File: src/rtl/vga_timing_gen_if.sv
// Raster timing bundle from vga_timing_gen to the pixel pipeline.
// The master drives the bundle and the slave samples it.
interface vga_timing_gen_if;
  logic       hsync;
  logic       vsync;
  logic       video_on;
  logic [9:0] pixel_x;
  logic [9:0] pixel_y;
  logic       line_start;
  logic       frame_start;
  logic       running;

  modport master (
    output hsync, vsync, video_on, pixel_x, pixel_y, line_start, frame_start, running
  );
  modport slave (
    input  hsync, vsync, video_on, pixel_x, pixel_y, line_start, frame_start, running
  );
endinterface

File: src/rtl/vga_timing_gen.sv
// VGA raster timing generator. It waits for a synchronized and settled PLL lock,
// then produces registered sync, active-video, coordinate and strobe outputs.
module vga_timing_gen #(
  parameter int H_ACTIVE      = 640,
  parameter int H_FP          = 16,
  parameter int H_SYNC        = 96,
  parameter int H_BP          = 48,
  parameter int V_ACTIVE      = 480,
  parameter int V_FP          = 10,
  parameter int V_SYNC        = 2,
  parameter int V_BP          = 33,
  parameter bit HSYNC_POL     = 1'b0,
  parameter bit VSYNC_POL     = 1'b0,
  parameter int SETTLE_CYCLES = 1024
) (
  input  logic             clk,
  input  logic             reset,
  input  logic             pll_locked,
  vga_timing_gen_if.master vga
);

  localparam int H_TOTAL = H_ACTIVE + H_FP + H_SYNC + H_BP;
  localparam int V_TOTAL = V_ACTIVE + V_FP + V_SYNC + V_BP;
  localparam int SW      = (SETTLE_CYCLES > 1) ? $clog2(SETTLE_CYCLES) : 1;

  localparam logic [9:0]  H_LAST   = 10'(H_TOTAL - 1);
  localparam logic [9:0]  V_LAST   = 10'(V_TOTAL - 1);
  localparam logic [10:0] H_ACT    = 11'(H_ACTIVE);
  localparam logic [10:0] V_ACT    = 11'(V_ACTIVE);
  localparam logic [10:0] HS_BEG   = 11'(H_ACTIVE + H_FP);
  localparam logic [10:0] HS_END   = 11'(H_ACTIVE + H_FP + H_SYNC);
  localparam logic [10:0] VS_BEG   = 11'(V_ACTIVE + V_FP);
  localparam logic [10:0] VS_END   = 11'(V_ACTIVE + V_FP + V_SYNC);
  localparam logic [SW-1:0] SETTLE_LAST = SW'(SETTLE_CYCLES - 1);

  if (H_TOTAL > 1024 || V_TOTAL > 1024) begin : g_total_check
    $error("vga_timing_gen: H_TOTAL and V_TOTAL must not exceed 1024");
  end
  if (SETTLE_CYCLES < 1) begin : g_settle_check
    $error("vga_timing_gen: SETTLE_CYCLES must be at least 1");
  end

  typedef enum logic [1:0] {WAIT_LOCK, SETTLE, RUN} state_t;

  state_t          state, state_nxt;
  logic   [SW-1:0] settle_cnt, settle_nxt;
  logic   [9:0]    h_nxt, v_nxt;
  logic            rst_q;
  logic   [1:0]    lock_sync;
  logic            lock_s;
  logic            run_nxt;

  // Reset asserts immediately but releases on a clock edge, so no flop below
  // ever sees a reset deassertion that is asynchronous to clk.
  always_ff @(posedge clk or posedge reset) begin
    if (reset) rst_q <= 1'b1;
    else       rst_q <= 1'b0;
  end

  // NOTE: clocked state uses <= so every flop samples pre-edge values; blocking
  // assignments here would make the synchronizer collapse into one stage.
  always_ff @(posedge clk or posedge rst_q) begin
    if (rst_q) lock_sync <= 2'b00;
    else       lock_sync <= {lock_sync[0], pll_locked};
  end
  assign lock_s = lock_sync[1];

  always_ff @(posedge clk or posedge rst_q) begin
    if (rst_q) begin
      state      <= WAIT_LOCK;
      settle_cnt <= '0;
    end else begin
      state      <= state_nxt;
      settle_cnt <= settle_nxt;
    end
  end

  // NOTE: every output of this block gets a default first, so no path leaves a
  // value unassigned and no latch is inferred. Idle counters default to zero.
  always_comb begin
    state_nxt  = state;
    settle_nxt = '0;
    h_nxt      = '0;
    v_nxt      = '0;
    unique case (state)
      WAIT_LOCK: if (lock_s) state_nxt = SETTLE;
      SETTLE: begin
        if (!lock_s)                       state_nxt  = WAIT_LOCK;
        else if (settle_cnt == SETTLE_LAST) state_nxt = RUN;
        else                               settle_nxt = settle_cnt + 1'b1;
      end
      RUN: begin
        if (!lock_s) begin
          state_nxt = WAIT_LOCK;
        end else if (vga.pixel_x == H_LAST) begin
          v_nxt = (vga.pixel_y == V_LAST) ? '0 : vga.pixel_y + 1'b1;
        end else begin
          h_nxt = vga.pixel_x + 1'b1;
          v_nxt = vga.pixel_y;
        end
      end
      default: state_nxt = WAIT_LOCK;
    endcase
  end

  assign run_nxt = (state_nxt == RUN);

  // Outputs decode the counter values being loaded, keeping them aligned with pixel_x/pixel_y.
  // NOTE: only control/datapath flops here, no memories, so all take the async reset.
  always_ff @(posedge clk or posedge rst_q) begin
    if (rst_q) begin
      vga.pixel_x     <= '0;
      vga.pixel_y     <= '0;
      vga.hsync       <= ~HSYNC_POL;
      vga.vsync       <= ~VSYNC_POL;
      vga.video_on    <= 1'b0;
      vga.line_start  <= 1'b0;
      vga.frame_start <= 1'b0;
      vga.running     <= 1'b0;
    end else begin
      vga.pixel_x     <= h_nxt;
      vga.pixel_y     <= v_nxt;
      vga.hsync       <= (run_nxt && {1'b0, h_nxt} >= HS_BEG && {1'b0, h_nxt} < HS_END)
                         ? HSYNC_POL : ~HSYNC_POL;
      vga.vsync       <= (run_nxt && {1'b0, v_nxt} >= VS_BEG && {1'b0, v_nxt} < VS_END)
                         ? VSYNC_POL : ~VSYNC_POL;
      vga.video_on    <= run_nxt && ({1'b0, h_nxt} < H_ACT) && ({1'b0, v_nxt} < V_ACT);
      vga.line_start  <= run_nxt && (h_nxt == '0);
      vga.frame_start <= run_nxt && (h_nxt == '0) && (v_nxt == '0);
      vga.running     <= run_nxt;
    end
  end

endmodule

File: src/flat_wrapper.sv
// flat-port wrapper written by rule: the top's interface ports become plain ports
module vga_timing_gen_flat 
#(
  parameter int H_ACTIVE      = 640,
  parameter int H_FP          = 16,
  parameter int H_SYNC        = 96,
  parameter int H_BP          = 48,
  parameter int V_ACTIVE      = 480,
  parameter int V_FP          = 10,
  parameter int V_SYNC        = 2,
  parameter int V_BP          = 33,
  parameter bit HSYNC_POL     = 1'b0,
  parameter bit VSYNC_POL     = 1'b0,
  parameter int SETTLE_CYCLES = 1024
)
  (clk, reset, pll_locked, vga_hsync, vga_vsync, vga_video_on, vga_pixel_x, vga_pixel_y, vga_line_start, vga_frame_start, vga_running);
  vga_timing_gen_if vga_i ();
  input  logic clk;
  input  logic reset;
  input  logic pll_locked;
  output wire logic [$bits(vga_i.hsync)-1:0] vga_hsync;
  output wire logic [$bits(vga_i.vsync)-1:0] vga_vsync;
  output wire logic [$bits(vga_i.video_on)-1:0] vga_video_on;
  output wire logic [$bits(vga_i.pixel_x)-1:0] vga_pixel_x;
  output wire logic [$bits(vga_i.pixel_y)-1:0] vga_pixel_y;
  output wire logic [$bits(vga_i.line_start)-1:0] vga_line_start;
  output wire logic [$bits(vga_i.frame_start)-1:0] vga_frame_start;
  output wire logic [$bits(vga_i.running)-1:0] vga_running;
  assign vga_hsync = vga_i.hsync;
  assign vga_vsync = vga_i.vsync;
  assign vga_video_on = vga_i.video_on;
  assign vga_pixel_x = vga_i.pixel_x;
  assign vga_pixel_y = vga_i.pixel_y;
  assign vga_line_start = vga_i.line_start;
  assign vga_frame_start = vga_i.frame_start;
  assign vga_running = vga_i.running;
  vga_timing_gen #(.H_ACTIVE(H_ACTIVE), .H_FP(H_FP), .H_SYNC(H_SYNC), .H_BP(H_BP), .V_ACTIVE(V_ACTIVE), .V_FP(V_FP), .V_SYNC(V_SYNC), .V_BP(V_BP), .HSYNC_POL(HSYNC_POL), .VSYNC_POL(VSYNC_POL), .SETTLE_CYCLES(SETTLE_CYCLES)) u_core (.clk(clk), .reset(reset), .pll_locked(pll_locked), .vga(vga_i));
endmodule
File: config.mk
export PLATFORM = sky130hd
export DESIGN_NAME = vga_timing_gen_flat
export DESIGN_NICKNAME = d
export VERILOG_FILES = /design/src/rtl/vga_timing_gen_if.sv /design/src/rtl/vga_timing_gen.sv /design/src/flat_wrapper.sv
export SDC_FILE = /design/constraint.sdc
export NUM_CORES = 1
export LEC_CHECK = 0
export CAP_MARGIN = 30
export CORE_MARGIN = 2
export CORE_UTILIZATION = 49
export DETAILED_ROUTE_END_ITERATION = 10
export PLACE_DENSITY = 0.75
export SYNTH_ARGS = -nofsm -noshare
export SYNTH_HDL_FRONTEND = slang
export SYNTH_SLANG_ARGS = --single-unit
export TNS_END_PERCENT = 10
File: constraint.sdc
create_clock -name clk -period 1.24 [get_ports clk]
set_clock_uncertainty 0.05 [all_clocks]
set_input_delay 0.248 -clock clk [delete_from_list [all_inputs] [get_ports clk]]
set_output_delay 0.248 -clock clk [all_outputs]
set_load 0.05 [all_outputs]
==> key figures, run 1 <==
Outcome
  • Status: finished, violations left
  • Failing checks: setup timing

Clocking
  • Clock latency on the worst-skew pair: 0.30 ns
  • Clock Sinks: 41
  • Root Buffer Master: clkbuf_8
  • CTS tree: done
  • Deepest clock path buffer count: 2
  • Cts hold-fix bufs: 0
  • H-tree depth: 2
  • CTS clock-pin slew for the worst setup and hold paths: 0.08 ns
  • Num CTS Buffers: 5

Place
  • I/O Buffers: 28
  • Placer congestion estimate: 0.920
  • DP Wirelength: 4.66 mm
  • Placed Instance Area: 3410 um^2

Drt
  • DR top layer: met4
  • Met2 WL: 4.72 mm
  • Post-Route WL: 9.60 mm
  • Drt wl/cell: 23.8 um
  • Met1 WL: 3.33 mm
  • Via density: 6.23
  • DRT antenna net count: 0
  • DRC errors left: 0
  • DRT Pass-1 Iters: 5
  • Via count: 2,518
  • Drt initial violations: 319
  • WL met3: 710 um

Global route
  • Global-route wire length before repair: 12.6 mm
  • Pin count of the biggest net entering global routing: 41
  • Number of antenna violations at the first check in global routing: 0
  • GRT Resource Usage Total: 32.5%
  • Gr ovfl total: 0
  • Vias in the first global route: 2,510

Synth
  • Post-synth ARST share: 100%
  • #FFs+latches synth: 41
  • Mapped Cells: 232
  • EDFF count, synth: 0
  • Post-synthesis sequential area ratio: 46.4%
  • Syn_nets: 239
  • Mapped cell area: 2220 um^2
  • YS warnings: 0
  • Top_reg_cell synth: dfrtp_1
  • Cell variety after synth: 46
  • Mapped Avg Cell Area: 9.57 um^2

Setup path
  • Slowest CP cell: dfrtp_2
  • Worst-path fanout max: 3
  • Worst EP required: 1.40 ns
  • Buf+Inv Stages, Crit Path: 2
  • Cell with the most instances on the worst path: buf_4
  • Critical Path Start Type: flop
  • Critical path depth: 9
  • Critical path's largest stage delay: 0.40 ns
  • Crit. End Element: flop
  • Crit-path cells: ha_4 > nand4_1 > buf_4 > nor4_4 > buf_4 > nand3_2 > xnor2_2 > and4bb_1 > a211oi_2
  • Critical Path AT: 2.56 ns
  • Family with the most delay on the worst path: simple AND/OR/NAND/NOR gates
  • CP Class: reg -> reg
  • Register-to-Register Path Depth: 9

Timing
  • Crit share post-route: 194%
  • Minimum clock period: 2.40 ns
  • TNS Setup: -22.97 ns
  • Worst hold margin: 0.235 ns
  • Hold Fails Final Rpt: 0
  • Setup violations, final: 59
  • Final worst slack: -1.16 ns
  • RSZ-0062 raised after global routing: true
  • Max-slew violation count: 0
  • F_max: 416 MHz

Flow run
  • Max cap viols: 0

Power
  • Cell area power density: 646 nW/um^2
  • Combinational Power Share: 2.8%
  • Peak supply drop: 0.000546 V
  • Psw: 551 uW
  • Int Pwr: 2030 uW
  • Clock network power share: 44.7%
  • Flop pwr share: 52.5%
  • Cell leakage power: 0.00170 uW
  • Sw Ratio: 21.4%

Layout
  • Nets@finish: 358
  • Utilization after layout: 91.7%
  • Layout area overhead: 79.8%
  • Final Cell Area: 3990 um^2
  • Share of layout cells above drive strength 1: 53.1%
  • Ant diodes: 0

Floorplanning
  • Die Footprint: 5090 um^2
  • Row cnt: 24
  • Starting Density: 51.0%
  • Die H: 71.3 um
  • Core ar.: 4350 um^2
  • I/O pins: 29
  • Die span in x: 71.3 um

Min path
  • Hold Crit Class: in -> async
-- power by group through the flow --
stage	clock network (uW)	registers [uW]	logic, uW
final	1150	1350	73.4
after global routing	1220	1350	82.2
after CTS	1140	1350	70.7
after detailed placement	0	1380	66.7
after global placement	0	1380	64.4
after floorplan	0	1380	32.8
-- Yosys cell counts, drive strengths merged (3+ instances only) --
| cell type | number | area [um^2] |
|---|---|---|
| nand2b | 3 | 18.8 |
| a31oi | 3 | 18.8 |
| nand2 | 17 | 63.8 |
| nand4 | 8 | 50.1 |
| nand3 | 8 | 40.0 |
| or2 | 4 | 27.5 |
| clkbuf | 7 | 26.3 |
| a21oi | 9 | 48.8 |
| dfrtp | 38 | 951 |
| nor2 | 31 | 116 |
| ha | 4 | 50.1 |
| or3 | 4 | 30.0 |
| a211oi | 3 | 22.5 |
| xor2 | 10 | 87.6 |
| and4 | 4 | 35.0 |
| o21ai | 6 | 30.0 |
| inv | 10 | 37.5 |
| nand3b | 4 | 30.0 |
| and3 | 6 | 37.5 |
| nor3 | 6 | 30.0 |
| buf | 5 | 33.8 |
| nor4 | 3 | 33.8 |
| xnor2 | 16 | 140 |
| dfstp | 3 | 78.8 |
-- final cells by class --
cell class	count	area, um^2
well taps	52	65.1
fillers	146	362
repair buffers	124	1400
multi-input cells	169	1330
flip-flops and latches	41	1030
clock inverters	2	37.5
clock buffers	6	82.6
inverters	10	37.5
-- placed cells by master (no fill, tap or decap), types with 3 or more instances in the layout --
master and n:
a31oi_1 3, clkbuf_8 6, dfrtp_1 34, a211oi_2 3, buf_6 29, xnor2_1 13
o21ai_0 3, nand3b_1 4, nor2_2 6, o21ai_1 3, and4_4 3, nor3_1 5
buf_4 64, nand4_1 8, nor2_1 22, inv_1 10, nand2_1 12, nor2_4 3
dfrtp_2 4, xor2_1 8, nand2_2 4, buf_12 28, nand3_1 6, dfstp_2 3
and3_1 4, a21oi_1 7
-- logic make-up (layout without fill, tap and decap cells) --
logic type      Yosys count  in the layout  share of synthesized area (%)
other cells               1              1                          0.169
flops                    41             41                           46.4
compound gates           31             31                           9.86
fa+ha+maj                 4              4                           2.25
mux                       2              2                          0.901
buf+inv                  22            142                           4.39
xor+xnor                 26             26                           10.3
simple gates            105            105                           25.8
-- flip-flops by register name, indices dropped and copies added, names as in the netlist --
signal                  flops
u_core.state                2
u_core.vga.hsync            1
u_core.vga.pixel_y         10
u_core.vga.line_start       1
u_core.vga.running          1
u_core.rst_q                1
u_core.vga.pixel_x         10
u_core.vga.frame_start      1
u_core.settle_cnt          10
u_core.lock_sync            2
u_core.vga.video_on         1
u_core.vga.vsync            1
-- per-layer routing --
metal | global-route usage [%] | vias up
li1 | - | 1034
met1 | 36.6 | 1216
met2 | 56.9 | 192
met3 | 5.77 | 76
met4 | 19.7 | 0
met5 | 0 | -
-- per-stage QoR --
stage / total power, uW / setup WS [ns] / instances
floorplan: 1410 / -1.24 / 232
global placement: 1440 / -0.793 / 380
detailed placement: 1450 / -0.825 / 380
CTS: 2560 / -0.853 / 392
global route: 2660 / -1.18 / 404
finish: 2580 / -1.16 / 404
-- worst reg2reg max path, cell delays in order, from the launching register on --
cell      delay [ns]
dfrtp_2         0.40
ha_4            0.15
nand4_1         0.18
buf_4           0.22
nor4_4          0.33
buf_4           0.18
nand3_2         0.12
xnor2_2         0.24
and4bb_1        0.25
a211oi_2        0.21
-- repair_timing --
item                       in CTS  in global routing
pin swaps                      17                 16
resized for setup              45                 40
buffers inserted                4                 14
setup endpoints to repair      59                 60
-- path summary, 6_finish.rpt --
check	endpoint	from	slack, ns
setup / recovery	u_core.vga.video_on$_DFF_PP0_	u_core.vga.pixel_x[0]$_DFF_PP0_	-1.16
hold / removal	u_core.rst_q$_DFF_PP1_	reset	0.24
setup reg to reg	u_core.vga.video_on$_DFF_PP0_	u_core.vga.pixel_x[0]$_DFF_PP0_	-1.16
hold reg to reg	u_core.settle_cnt[0]$_DFF_PP0_	u_core.rst_q$_DFF_PP1_	0.26
max in group asynchronous	u_core.vga.vsync$_DFF_PP1_	u_core.rst_q$_DFF_PP1_	0.61
min in group clk	u_core.lock_sync[0]$_DFF_PP0_	pll_locked	0.33
Power figures use the tool's default switching activity.
==> inputs of run 2 (changes only) <==
CORE_UTILIZATION = 59   (was 49)
PLACE_DENSITY = 0.85   (was 0.75)
clock period = 2.9 ns   (was 1.24 ns; I/O delays follow)
==> run 2 against run 1 <==
The run now ends clean. Worst setup slack better by 1.5 ns. Count of clock-buffer cells in the layout unchanged. Routed wire length down 52%. Sequential cell count unchanged. Final area down 34%. Total power down 58%. Largest power group unchanged.
==> key figures, run 2 (synthesis results as in run 1) <==
Floorplanning
  • Core ar.: 3630 um^2 (-17%)
  • Die Footprint: 4270 um^2 (-16%)
  • Die H: 65.4 um (-8.4%)
  • Row cnt: 22 (-8.3%)
  • I/O pins: 29 (unchanged)
  • Starting Density: 61.1% (+10 points)
  • Die span in x: 65.4 um (-8.4%)

Clocking
  • Post-CTS setup buffer count: 0 (-4)
  • Num CTS Buffers: 5 (unchanged)
  • Root Buffer Master: clkbuf_8
  • Deepest clock path buffer count: 2 (unchanged)
  • Clock latency on the worst-skew pair: 0.30 ns (about the same)
  • CTS tree: done
  • Cts hold-fix bufs: 0 (unchanged)
  • H-tree depth: 2 (unchanged)
  • Clock Sinks: 41 (unchanged)
  • CTS clock-pin slew for the worst setup and hold paths: 0.08 ns (about the same)
  • Post-cts resize count: 0 (-100%)

Timing
  • Crit share post-route: 89.1% (-100 points)
  • Hold Fails Final Rpt: 0 (unchanged)
  • Minimum clock period: 2.58 ns (+0.181 ns)
  • Final worst slack: 0.317 ns (+1.48 ns)
  • Setup violations, final: 0 (-100%)
  • Slew Limit Headroom: 48.6%
  • F_max: 387 MHz (-7.0%)
  • Max-slew violation count: 0 (unchanged)
  • Worst-margin pin slew: 0.770 ns
  • TNS Setup: 0 ns (+22.97 ns)
  • RSZ-0062 raised after global routing: false

Setup path
  • Critical path's largest stage delay: 0.44 ns (+0.04 ns)
  • Buf+Inv Stages, Crit Path: 1 (-1)
  • Critical Path Start Type: flop
  • Worst flop-to-flop path startpoint: u_core.vga.pixel_x[0]$_DFF_PP0_
  • Crit-path cells: ha_1 > nand4_1 > buf_4 > nor4_4 > nand4_1 > xnor2_1 > o21ai_0 > a211oi_1
  • R2R Setup Slk: 0.32 ns (+1.48 ns)
  • Worst EP required: 3.05 ns (+1.65 ns)
  • Slowest CP cell: dfrtp_1
  • Critical Path AT: 2.73 ns (+0.17 ns)
  • Family with the most delay on the worst path: simple AND/OR/NAND/NOR gates
  • CP Class: reg -> reg
  • R2R Path End: u_core.vga.video_on$_DFF_PP0_
  • Worst-path fanout max: 10 (+7)
  • Crit. End Element: flop
  • Cell with the most instances on the worst path: nand4_1
  • Register-to-Register Path Depth: 8 (-1)

Flow run
  • Max cap viols: 0 (unchanged)

Outcome
  • Status: complete, no violations

Layout
  • Register area: 1030 um^2 (-0.48%)
  • Multi-input gate area: 1090 um^2 (-18%)
  • Share of layout cells above drive strength 1: 8.88% (-44 points)
  • Largest regs: u_core.settle_cnt x10, u_core.vga.pixel_x x10, u_core.vga.pixel_y x10
  • Nets@finish: 265 (-26%)
  • Ant diodes: 0 (unchanged)
  • Layout area overhead: 19.0%
  • Most frequent cells in the layout: dfrtp_1, nor2_1, clkdlybuf4s50_1
  • Layout fillers: 281 (+92%)
  • Commonest non-fill, non-tap cell in the layout: dfrtp_1

Drt
  • DRT Pass-1 Iters: 4 (-1)
  • Via density: 5.60 (-10%)
  • Post-Route WL: 4.58 mm (-52%)
  • DRT antenna net count: 0 (unchanged)
  • Via count: 1,719 (-32%)
  • DRC errors left: 0 (unchanged)
  • Drt initial violations: 104 (-67%)
  • Drt wl/cell: 14.9 um (-37%)

Power
  • Peak supply drop: 0.000257 V (-53%)
  • Cell area power density: 410 nW/um^2 (-37%)
  • Cell leakage power: 0.00105 uW (-38%)

Min path
  • Hold path depth: 0
  • Hold Crit Class: reg -> reg
  • Hold endpoint: u_core.lock_sync[1]$_DFF_PP0_
  • HP Start: u_core.lock_sync[0]$_DFF_PP0_

Global route
  • Number of antenna violations at the first check in global routing: 0 (unchanged)
  • Pin count of the biggest net entering global routing: 22 (-46%)
  • Vias in the first global route: 1,643 (-35%)
  • Gr ovfl total: 0 (unchanged)
  • Global-route wire length before repair: 7.73 mm (-39%)
  • GRT Resource Usage Total: 24.6% (-7.9 points)

Place
  • I/O Buffers: 28 (unchanged)
  • DP Wirelength: 3.35 mm (-28%)
  • Pre-CTS setup slack: 0.333 ns (+1.16 ns)
  • Placer congestion estimate: 0.932 (+1.3%)
==> run 2: cell types whose count changed in the layout (fill, tap and decap cells not counted), moves of 5 or more <==
cell	delta
nor2_2	-6
nor2_1	+9
buf_6	-29
buf_4	-61
buf_12	-28
clkdlybuf4s50_1	+26
nand2_1	+5
==> run 2: where the power goes <==
part | internal (uW) | total [uW] | switching (uW)
Clock | 280 | 483 | 203
Sequential | 576 | 579 | 3.52
Combinational | 5.83 | 20.9 | 15.0
Total | 862 | 1080 | 221
==> run 2: how the worst max path moves through the flow <==
stage,from,end,slack (ns),cells past startpoint
final,u_core.vga.pixel_x[0]$_DFF_PP0_,u_core.vga.video_on$_DFF_PP0_,0.32,8
after global routing,u_core.vga.pixel_x[0]$_DFF_PP0_,u_core.vga.video_on$_DFF_PP0_,0.02,8
after CTS,u_core.vga.pixel_x[1]$_DFF_PP0_,u_core.vga.video_on$_DFF_PP0_,0.33,7
after detailed placement,u_core.vga.pixel_x[0]$_DFF_PP0_,u_core.vga.video_on$_DFF_PP0_,0.33,7
after global placement,u_core.vga.pixel_x[0]$_DFF_PP0_,u_core.vga.video_on$_DFF_PP0_,0.43,7
after floorplan,u_core.vga.pixel_x[0]$_DFF_PP0_,u_core.vga.video_on$_DFF_PP0_,0.12,8
==> run 2: cell type report <==
class                           count  share of cell area, %
Multi-Input combinational cell    169                   41.4
Inverter                           10                   1.42
Timing Repair Buffer               31                   11.5
Tap cell                           48                   2.27
Sequential cell                    41                   38.9
Clock inverter                      2                   1.42
Clock buffer                        6                   3.12
==> run 2: per-stage QoR <==
step | total power [uW] | util (%) | hold WS, ns | std cells | area [um^2]
floorplan | 604 | - | 0.281 | 232 | 2220
global placement | 611 | 69.5 | 0.285 | 299 | 2520
detailed placement | 612 | 69.5 | 0.292 | 299 | 2520
CTS | 1090 | 72.8 | 0.319 | 307 | 2640
global route | 1130 | 72.8 | 0.323 | 307 | 2640
finish | 1080 | 72.8 | 0.312 | 307 | 2640
==> run 2: worst reg2reg max path, stage by stage (launching register included) <==
cell and delay (ns):
dfrtp_1 0.44, ha_1 0.36, nand4_1 0.17, buf_4 0.19, nor4_4 0.36, nand4_1 0.17, xnor2_1 0.37, o21ai_0 0.16
a211oi_1 0.21
==> run 2: per-layer routing <==
metal | up-vias | GRT usage (%) | wire length (um)
met2 | 36 | 38.0 | 2210
met3 | 10 | 5.31 | 168
met5 | - | 0 | 0
met4 | 0 | 13.5 | 103
li1 | 853 | - | -
met1 | 820 | 32.1 | 2090
